$ cat src/rtl/mem_ctrl_pkg.sv
// Shared types and constants for the data-memory access controller.
package mem_ctrl_pkg;

   localparam int unsigned ADDR_W                 = 32;
   localparam int unsigned DATA_W                 = 32;
   localparam int unsigned TIMEOUT_CYCLES_DEFAULT = 255;

   typedef enum logic [1:0] {
      S_IDLE = 2'd0,
      S_WAIT = 2'd1,
      S_DONE = 2'd2,
      S_ERR  = 2'd3
   } state_t;

   // Request payload latched when a memory op leaves EX/MEM.
   typedef struct packed {
      logic              we;
      logic [ADDR_W-1:0] addr;
      logic [DATA_W-1:0] wdata;
   } dmem_cmd_t;

endpackage

$ cat src/rtl/mem_access_ctrl_if.sv
// Data-memory request/acknowledge bus between the controller and the memory.
interface mem_access_ctrl_if;
   import mem_ctrl_pkg::*;

   logic              req;
   logic              we;
   logic [ADDR_W-1:0] addr;
   logic [DATA_W-1:0] wdata;
   logic              ack;
   logic [DATA_W-1:0] rdata;

   modport master (output req, we, addr, wdata, input  ack, rdata);
   modport slave  (input  req, we, addr, wdata, output ack, rdata);

endinterface

$ cat src/rtl/mem_access_ctrl_wait_timer.sv
// Saturating wait-cycle counter; expired flags the cycle in which the count reaches the limit.
module wait_timer
   import mem_ctrl_pkg::*;
#(
   parameter int unsigned TIMEOUT_CYCLES = TIMEOUT_CYCLES_DEFAULT
) (
   input  logic clk,
   input  logic rst_n,
   input  logic clear,
   input  logic enable,
   output logic expired
);

   localparam int unsigned      CNT_W = $clog2(TIMEOUT_CYCLES + 1);
   localparam logic [CNT_W-1:0] LIMIT = CNT_W'(TIMEOUT_CYCLES);

   logic [CNT_W-1:0] count;

   // Clear wins over enable; the count holds at LIMIT instead of wrapping.
   always_ff @(posedge clk or negedge rst_n) begin
      if (!rst_n) begin
         count <= '0;
      end else if (clear) begin
         count <= '0;
      end else if (enable && (count != LIMIT)) begin
         count <= count + CNT_W'(1);
      end
   end

   assign expired = enable && (count == (LIMIT - CNT_W'(1)));

endmodule

$ cat src/rtl/mem_access_ctrl.sv
// MEM-stage controller: issues one data-memory transaction per load/store and stalls the pipeline until it completes.
module mem_access_ctrl
   import mem_ctrl_pkg::*;
#(
   parameter int unsigned TIMEOUT_CYCLES = TIMEOUT_CYCLES_DEFAULT
) (
   input  logic               clk,
   input  logic               rst_n,
   input  logic               instr_valid_in,
   input  logic               mem_read_in,
   input  logic               mem_write_in,
   input  logic [ADDR_W-1:0]  addr_in,
   input  logic [DATA_W-1:0]  wdata_in,
   mem_access_ctrl_if.master  dmem,
   output logic               stall_out,
   output logic               wb_valid_out,
   output logic [DATA_W-1:0]  rdata_out,
   output logic               timeout_err
);

   state_t    state;
   state_t    next_state;
   dmem_cmd_t cmd;
   logic      req;
   logic      mem_op_c;
   logic      timer_clear;
   logic      timer_en;
   logic      timer_expired;

   assign mem_op_c = instr_valid_in && (mem_read_in || mem_write_in);

   wait_timer #(
      .TIMEOUT_CYCLES (TIMEOUT_CYCLES)
   ) u_wait_timer (
      .clk     (clk),
      .rst_n   (rst_n),
      .clear   (timer_clear),
      .enable  (timer_en),
      .expired (timer_expired)
   );

   // State register.
   always_ff @(posedge clk or negedge rst_n) begin
      if (!rst_n) begin
         state <= S_IDLE;
      end else begin
         state <= next_state;
      end
   end

   // Next state; stall and wb_valid are decoded combinationally so a
   // non-memory instruction passes with zero added latency.
   always_comb begin
      next_state   = state;
      stall_out    = 1'b0;
      wb_valid_out = 1'b0;
      timer_clear  = 1'b0;
      timer_en     = 1'b0;
      case (state)
         S_IDLE: begin
            if (mem_op_c) begin
               stall_out   = 1'b1;
               timer_clear = 1'b1;
               next_state  = S_WAIT;
            end else begin
               wb_valid_out = instr_valid_in;
            end
         end
         S_WAIT: begin
            stall_out = 1'b1;
            timer_en  = 1'b1;
            if (dmem.ack) begin
               next_state = S_DONE;
            end else if (timer_expired) begin
               next_state = S_ERR;
            end
         end
         S_DONE: begin
            wb_valid_out = 1'b1;
            next_state   = S_IDLE;
         end
         S_ERR: begin
            stall_out = 1'b1;
         end
         default: begin
            next_state = S_IDLE;
         end
      endcase
   end

   // Request, command, load data and sticky error registers.
   always_ff @(posedge clk or negedge rst_n) begin
      if (!rst_n) begin
         req         <= 1'b0;
         cmd         <= '0;
         rdata_out   <= '0;
         timeout_err <= 1'b0;
      end else begin
         req <= (next_state == S_WAIT);
         if ((state == S_IDLE) && mem_op_c) begin
            cmd <= '{we: mem_write_in, addr: addr_in, wdata: wdata_in};
         end
         if ((state == S_WAIT) && dmem.ack && !cmd.we) begin
            rdata_out <= dmem.rdata;
         end
         if (next_state == S_ERR) begin
            timeout_err <= 1'b1;
         end
      end
   end

   assign dmem.req   = req;
   assign dmem.we    = cmd.we;
   assign dmem.addr  = cmd.addr;
   assign dmem.wdata = cmd.wdata;

endmodule

$ cat src/flat_wrapper.sv
// flat-port wrapper written by rule: the top's interface ports become plain ports
module mem_access_ctrl_flat import mem_ctrl_pkg::*;
#(
   parameter int unsigned TIMEOUT_CYCLES = TIMEOUT_CYCLES_DEFAULT
)
  (clk, rst_n, instr_valid_in, mem_read_in, mem_write_in, addr_in, wdata_in, stall_out, wb_valid_out, rdata_out, timeout_err, dmem_req, dmem_we, dmem_addr, dmem_wdata, dmem_ack, dmem_rdata);
  mem_access_ctrl_if dmem_i ();
  input  logic clk;
  input  logic rst_n;
  input  logic instr_valid_in;
  input  logic mem_read_in;
  input  logic mem_write_in;
  input  logic [ADDR_W-1:0] addr_in;
  input  logic [DATA_W-1:0] wdata_in;
  output logic stall_out;
  output logic wb_valid_out;
  output logic [DATA_W-1:0] rdata_out;
  output logic timeout_err;
  output wire logic [$bits(dmem_i.req)-1:0] dmem_req;
  output wire logic [$bits(dmem_i.we)-1:0] dmem_we;
  output wire logic [$bits(dmem_i.addr)-1:0] dmem_addr;
  output wire logic [$bits(dmem_i.wdata)-1:0] dmem_wdata;
  input wire logic [$bits(dmem_i.ack)-1:0] dmem_ack;
  input wire logic [$bits(dmem_i.rdata)-1:0] dmem_rdata;
  assign dmem_req = dmem_i.req;
  assign dmem_we = dmem_i.we;
  assign dmem_addr = dmem_i.addr;
  assign dmem_wdata = dmem_i.wdata;
  assign dmem_i.ack = dmem_ack;
  assign dmem_i.rdata = dmem_rdata;
  mem_access_ctrl #(.TIMEOUT_CYCLES(TIMEOUT_CYCLES)) u_core (.clk(clk), .rst_n(rst_n), .instr_valid_in(instr_valid_in), .mem_read_in(mem_read_in), .mem_write_in(mem_write_in), .addr_in(addr_in), .wdata_in(wdata_in), .dmem(dmem_i), .stall_out(stall_out), .wb_valid_out(wb_valid_out), .rdata_out(rdata_out), .timeout_err(timeout_err));
endmodule
$ cat config.mk
export PLATFORM = sky130hd
export DESIGN_NAME = mem_access_ctrl_flat
export DESIGN_NICKNAME = d
export VERILOG_FILES = /design/src/rtl/mem_ctrl_pkg.sv /design/src/rtl/mem_access_ctrl_if.sv /design/src/rtl/mem_access_ctrl_wait_timer.sv /design/src/rtl/mem_access_ctrl.sv /design/src/flat_wrapper.sv
export SDC_FILE = /design/constraint.sdc
export NUM_CORES = 1
export LEC_CHECK = 0
export BUFFER_PORTS_ARGS = -buffer_cell sky130_fd_sc_hd__buf_4
export CORE_MARGIN = 10
export CORE_UTILIZATION = 34
export CTS_CLUSTER_SIZE = 8
export DETAILED_ROUTE_END_ITERATION = 16
export PLACE_DENSITY_LB_ADDON = 0.2
export SETUP_SLACK_MARGIN = 0.2
export SLEW_MARGIN = 20
export SYNTH_ARGS = -nofsm -noshare
export SYNTH_HDL_FRONTEND = slang
export SYNTH_HIERARCHICAL = 1
export SYNTH_SLANG_ARGS = --single-unit
$ cat constraint.sdc
create_clock -name clk -period 1.68 [get_ports clk]
set_input_delay 0.084 -clock clk [delete_from_list [all_inputs] [get_ports clk]]
set_output_delay 0.084 -clock clk [all_outputs]
set_load 0.1 [all_outputs]
; Word-level counts from Yosys, hierarchy flattened
; Index checks and enable logic that the tools add are counted.
[op_classes]
n_addsub = 1
multipliers = 0
n_div = 0
n_lt_le_gt_ge = 0
eq_ne = 7
shifts = 0
n_mux = 12
n_bitwise = 0
reduce_logical = 11
[ops]
columns = operator, count
row1 = $mux W8, 2
row2 = $add A8 B1 Y8 const B, 1
row3 = $eq A8 B8 Y1 const B, 1
row4 = $ne A8 B8 Y1 const B, 1
row5 = $eq A2 B2 Y1 const B, 3
row6 = $logic_and A1 B1 Y1, 6
row7 = $mux W2, 3
row8 = $pmux W2 S3, 1
row9 = $eq A2 B1 Y1 const B, 2
row10 = $mux W1, 4
row11 = $pmux W1 S2, 2
row12 = $logic_not A2 Y1, 1
row13 = $reduce_bool A2 Y1, 1
row14 = $reduce_or A2 Y1, 1
row15 = $logic_not A1 Y1, 1
row16 = $logic_or A1 B1 Y1, 1
[totals]
reg_bits = 109
latchBits = 0
ram_bits = 0
rom_bits = 0
inputBits = 102
out_inout_bits = 101
elab_cells = 39
n_memories = 0

; Depth between registers and ports, before layout
[logic_depth]
ltp_word = 7
mapped_depth = 6
ltp_nobuf = 6

; Hierarchy
; The synthesis kept the hierarchy.
[by_module_without_submodules]
columns = module, instances, cells_per_inst, area_per_inst_um2, seq_area_each_um2
row1 = mem_access_ctrl, 1, 225, 3945.0, 2527.4
row2 = wait_timer, 1, 51, 500.5, 200.2

; Worst setup path after synthesis
; OpenSTA, ideal clock, no wires.
[synth_timing]
kind = register to output
from = reg (tool-made name)
to = out stall_out
t_arrival_ns = 1.972
required_time_ns = 1.596
path_slack_ns = -0.376
path_stages_with_launch = 3
path_buffers = 0
path_cell_list = dfrtp_1 > nand2b_1 > o21bai_1
[synth_rtl]
columns = item, line
row1 = end: declaration, flat_wrapper.sv:15  ; output logic stall_out;

==> summary.txt <==
Outcome
  – Outcome: completed

Floorplanning
  – Die height: 134 um
  – DIE AREA: 0.0180 mm^2
  – Row count: 41
  – Io pins: roughly 200
  – Die Width: 134 um
  – Core box area: 0.0127 mm^2
  – Initial Util: 34.9%

Logic synthesis
  – Area of the mapped netlist: about 0.0044 mm^2
  – Syn avg cell area: 16.1 um^2
  – Synth Warn #: 6
  – Yosys reg bits: about 110
  – Syn nets: 380
  – Cells after synthesis: 276
  – Share of the yosys chip area belonging to registers: between 60% and 70%
  – Cell variety after synth: 33

Final layout
  – Nets@finish: between 700 and 800
  – Commonest non-fill, non-tap cell in the layout: buf_4
  – Layout cells sized above 1: 60.5%
  – Area Overhead vs Synth: 83.7%
  – Post-layout util: 64.2%
  – Most frequent cells in the layout: buf_4 (210), dfrtp_1 (108), dlygate4sd3_1 (99)

Critical path
  – Reg2reg end: u_core/rdata_out[26]$_DFFE_PN0P_
  – CP arrival: 1850 ps
  – Startpoint type of the worst setup path: flop
  – CP endpoint kind: flop
  – Worst reg2reg setup slack: 60 ps
  – FF-to-FF path depth: 5
  – Crit-path slowest cell: dfrtp_1
  – Worst EP required: 1910 ps
  – Top delay family on crit path: simple AND/OR/NAND/NOR gates
  – Worst Path Max Fanout: 7
  – Crit Path Category: flop to flop
  – CP peak stage delay: 410 ps
  – Stages on worst setup path: 5
  – Worst path cell trace: and2b_4, and3b_2, buf_6, buf_12, mux2_4
  – WP buf/inv: 2

Clocking
  – CTS tree: built
  – Sinks on the clock net: between 100 and 150
  – Root Driver: clkbuf_16
  – Clock slew at reported path FFs: 70 ps
  – CTS buffer count: 9
  – Clock latency at the later pin of the worst-skew pair: 350 ps
  – Clock Tree Buf Depth: 2
  – CTS H-tree depth: 3

Detailed routing
  – Pre-Repair DR Iteration Count: 4
  – DRC: 0
  – Vias per cell: 4.55
  – DR vias: 3,569
  – Iteration-0 DRC count of the detailed router: between 100 and 150
  – WL final: 15,200 um
  – Final ANT Viol Nets: 0
  – Avg WL per Cell: around 19 um

Timing
  – Final Critical Period: 1620 ps
  – Setup TNS: 0 ps
  – Final Setup Violations: 0
  – Clock Skew: 5.41 ps
  – Period utilization: 96.6%
  – Slew @ Worst Pin: 441 ps
  – Slew margin rel.: 70.6%
  – RSZ-0062 raised after global routing: yes
  – Final max-slew violation count: 0
  – Final Hold Vio Count: 0
  – Peak Freq: 616 MHz

Place
  – GPL Wtd Cong: roughly 0.79
  – Buffers on Ports: 202
  – Post-DP HPWL: ~9400 um

GRT
  – Global-route wire length before repair: 22,000 um
  – All-Layer GR Usage: between 15 and 20%
  – Initial antenna violation count: 1
  – Largest net degree at the start of global routing: 47
  – Remaining global-route overflow: 0
  – Vias in the first global route: 3,916

Hold path
  – Worst min-delay path class: input pin to asynchronous set/reset pin

Run
  – Total of max-cap violations: 0
[what timing repair did]
action	in CTS	in global routing
buffers inserted	7	5
endpoints found under the hold margin	124	0
gates resized for setup	19	51
hold buffers	99	0
endpoints found under the setup margin	104	106
pin swaps	2	5
cloned	2	8
[sequential cells by signal, summed over array words and instances (netlist names), named ones only]
name	cells
u_core/timeout_err	1
u_core/dmem.wdata	32
u_core/dmem.we	1
u_core/u_wait_timer/count	8
u_core/rdata_out	32
u_core/dmem.req	1
u_core/dmem.addr	32
[layer usage]
layer	global-route usage (%)	up-vias	share of wire, %
li1	-	1640	-
met1	18.0	1784	42
met2	25.8	130	50
met3	4.71	15	6.2
met4	6.17	0	1.8
met5	0	-	0
[kinds of logic (layout without fill, tap and decap cells)]
logic type | Yosys count | count (layout) | synth area share (%)
compound gates | 15 | 15 | 2.70
fa+ha+maj | 2 | 2 | 0.563
buf+inv | 16 | 352 | 2.81
flops | 109 | 109 | 61.4
mux | 101 | 101 | 28.1
other cells | 0 | 1 | 0
simple gates | 33 | 33 | 4.45
[worst reg2reg max path, stage by stage, from the launching register on]
cell	delay, ps
dfrtp_1	410
and2b_4	280
and3b_2	260
buf_6	120
buf_12	130
mux2_4	310
[synth_stat cells (all sizes together)]
cell type / instances / area, um^2
dfrtp: 109 / 2730
mux2: 101 / 1250
buf: 11 / 106
nor2: 8 / 30.0
nor2b: 5 / 31.3
a211oi: 4 / 30.0
a21oi: 4 / 20.0
inv: 4 / 15.0
nor3: 4 / 25.0
nand2b: 3 / 18.8
nand3: 3 / 15.0
a21o: 2 / 15.0
and3: 2 / 12.5
and4: 2 / 20.0
ha: 2 / 25.0
nand2: 2 / 7.51
a31oi: 1 / 6.26
a41oi: 1 / 27.5
and2b: 1 / 10.0
and3b: 1 / 8.76
and4bb: 1 / 12.5
clkbuf: 1 / 3.75
nand4: 1 / 6.26
o21ai: 1 / 5.00
o21bai: 1 / 7.51
o31a: 1 / 8.76
[per-stage QoR]
| step | hold WS [ps] | worst slack [ps] | instance area, um^2 | std cells |
|---|---|---|---|---|
| after global routing | 266 | 31.9 | 8170 | 785 |
| after CTS | 256 | 53.3 | 7770 | 771 |
| after global placement | 59.4 | 87.6 | 6310 | 649 |
| final | 240 | 57.6 | 8170 | 785 |
| after floorplan | -212 | 120 | 4570 | 276 |
| after detailed placement | 64.2 | 47.5 | 6310 | 649 |
[area by class of cell]
type                            count  area, um^2
Antenna cell                        1        2.50
Clock buffer                       10         239
Clock inverter                      4        48.8
Fill cell                         938        4550
Inverter                            4        15.0
Multi-Input combinational cell    151        1880
Sequential cell                   109        2730
Tap cell                          172         215
Timing Repair Buffer              334        3030
[worst max-delay path by stage]
stage                                           from  slack (ps)                                end
final                                           flop          60   u_core/rdata_out[26]$_DFFE_PN0P_
after global routing                            flop          30  u_core/dmem.wdata[15]$_DFFE_PN0P_
after CTS                                       flop          50  u_core/dmem.wdata[10]$_DFFE_PN0P_
after detailed placement                        flop          50   u_core/rdata_out[11]$_DFFE_PN0P_
after global placement                          flop          90   u_core/rdata_out[11]$_DFFE_PN0P_
after floorplan           u_core/dmem.we$_DFFE_PN0P_         120    u_core/rdata_out[0]$_DFFE_PN0P_
Power is not shown: default switching activity piles up to over one toggle a cycle in this logic, so the estimate is an artifact.
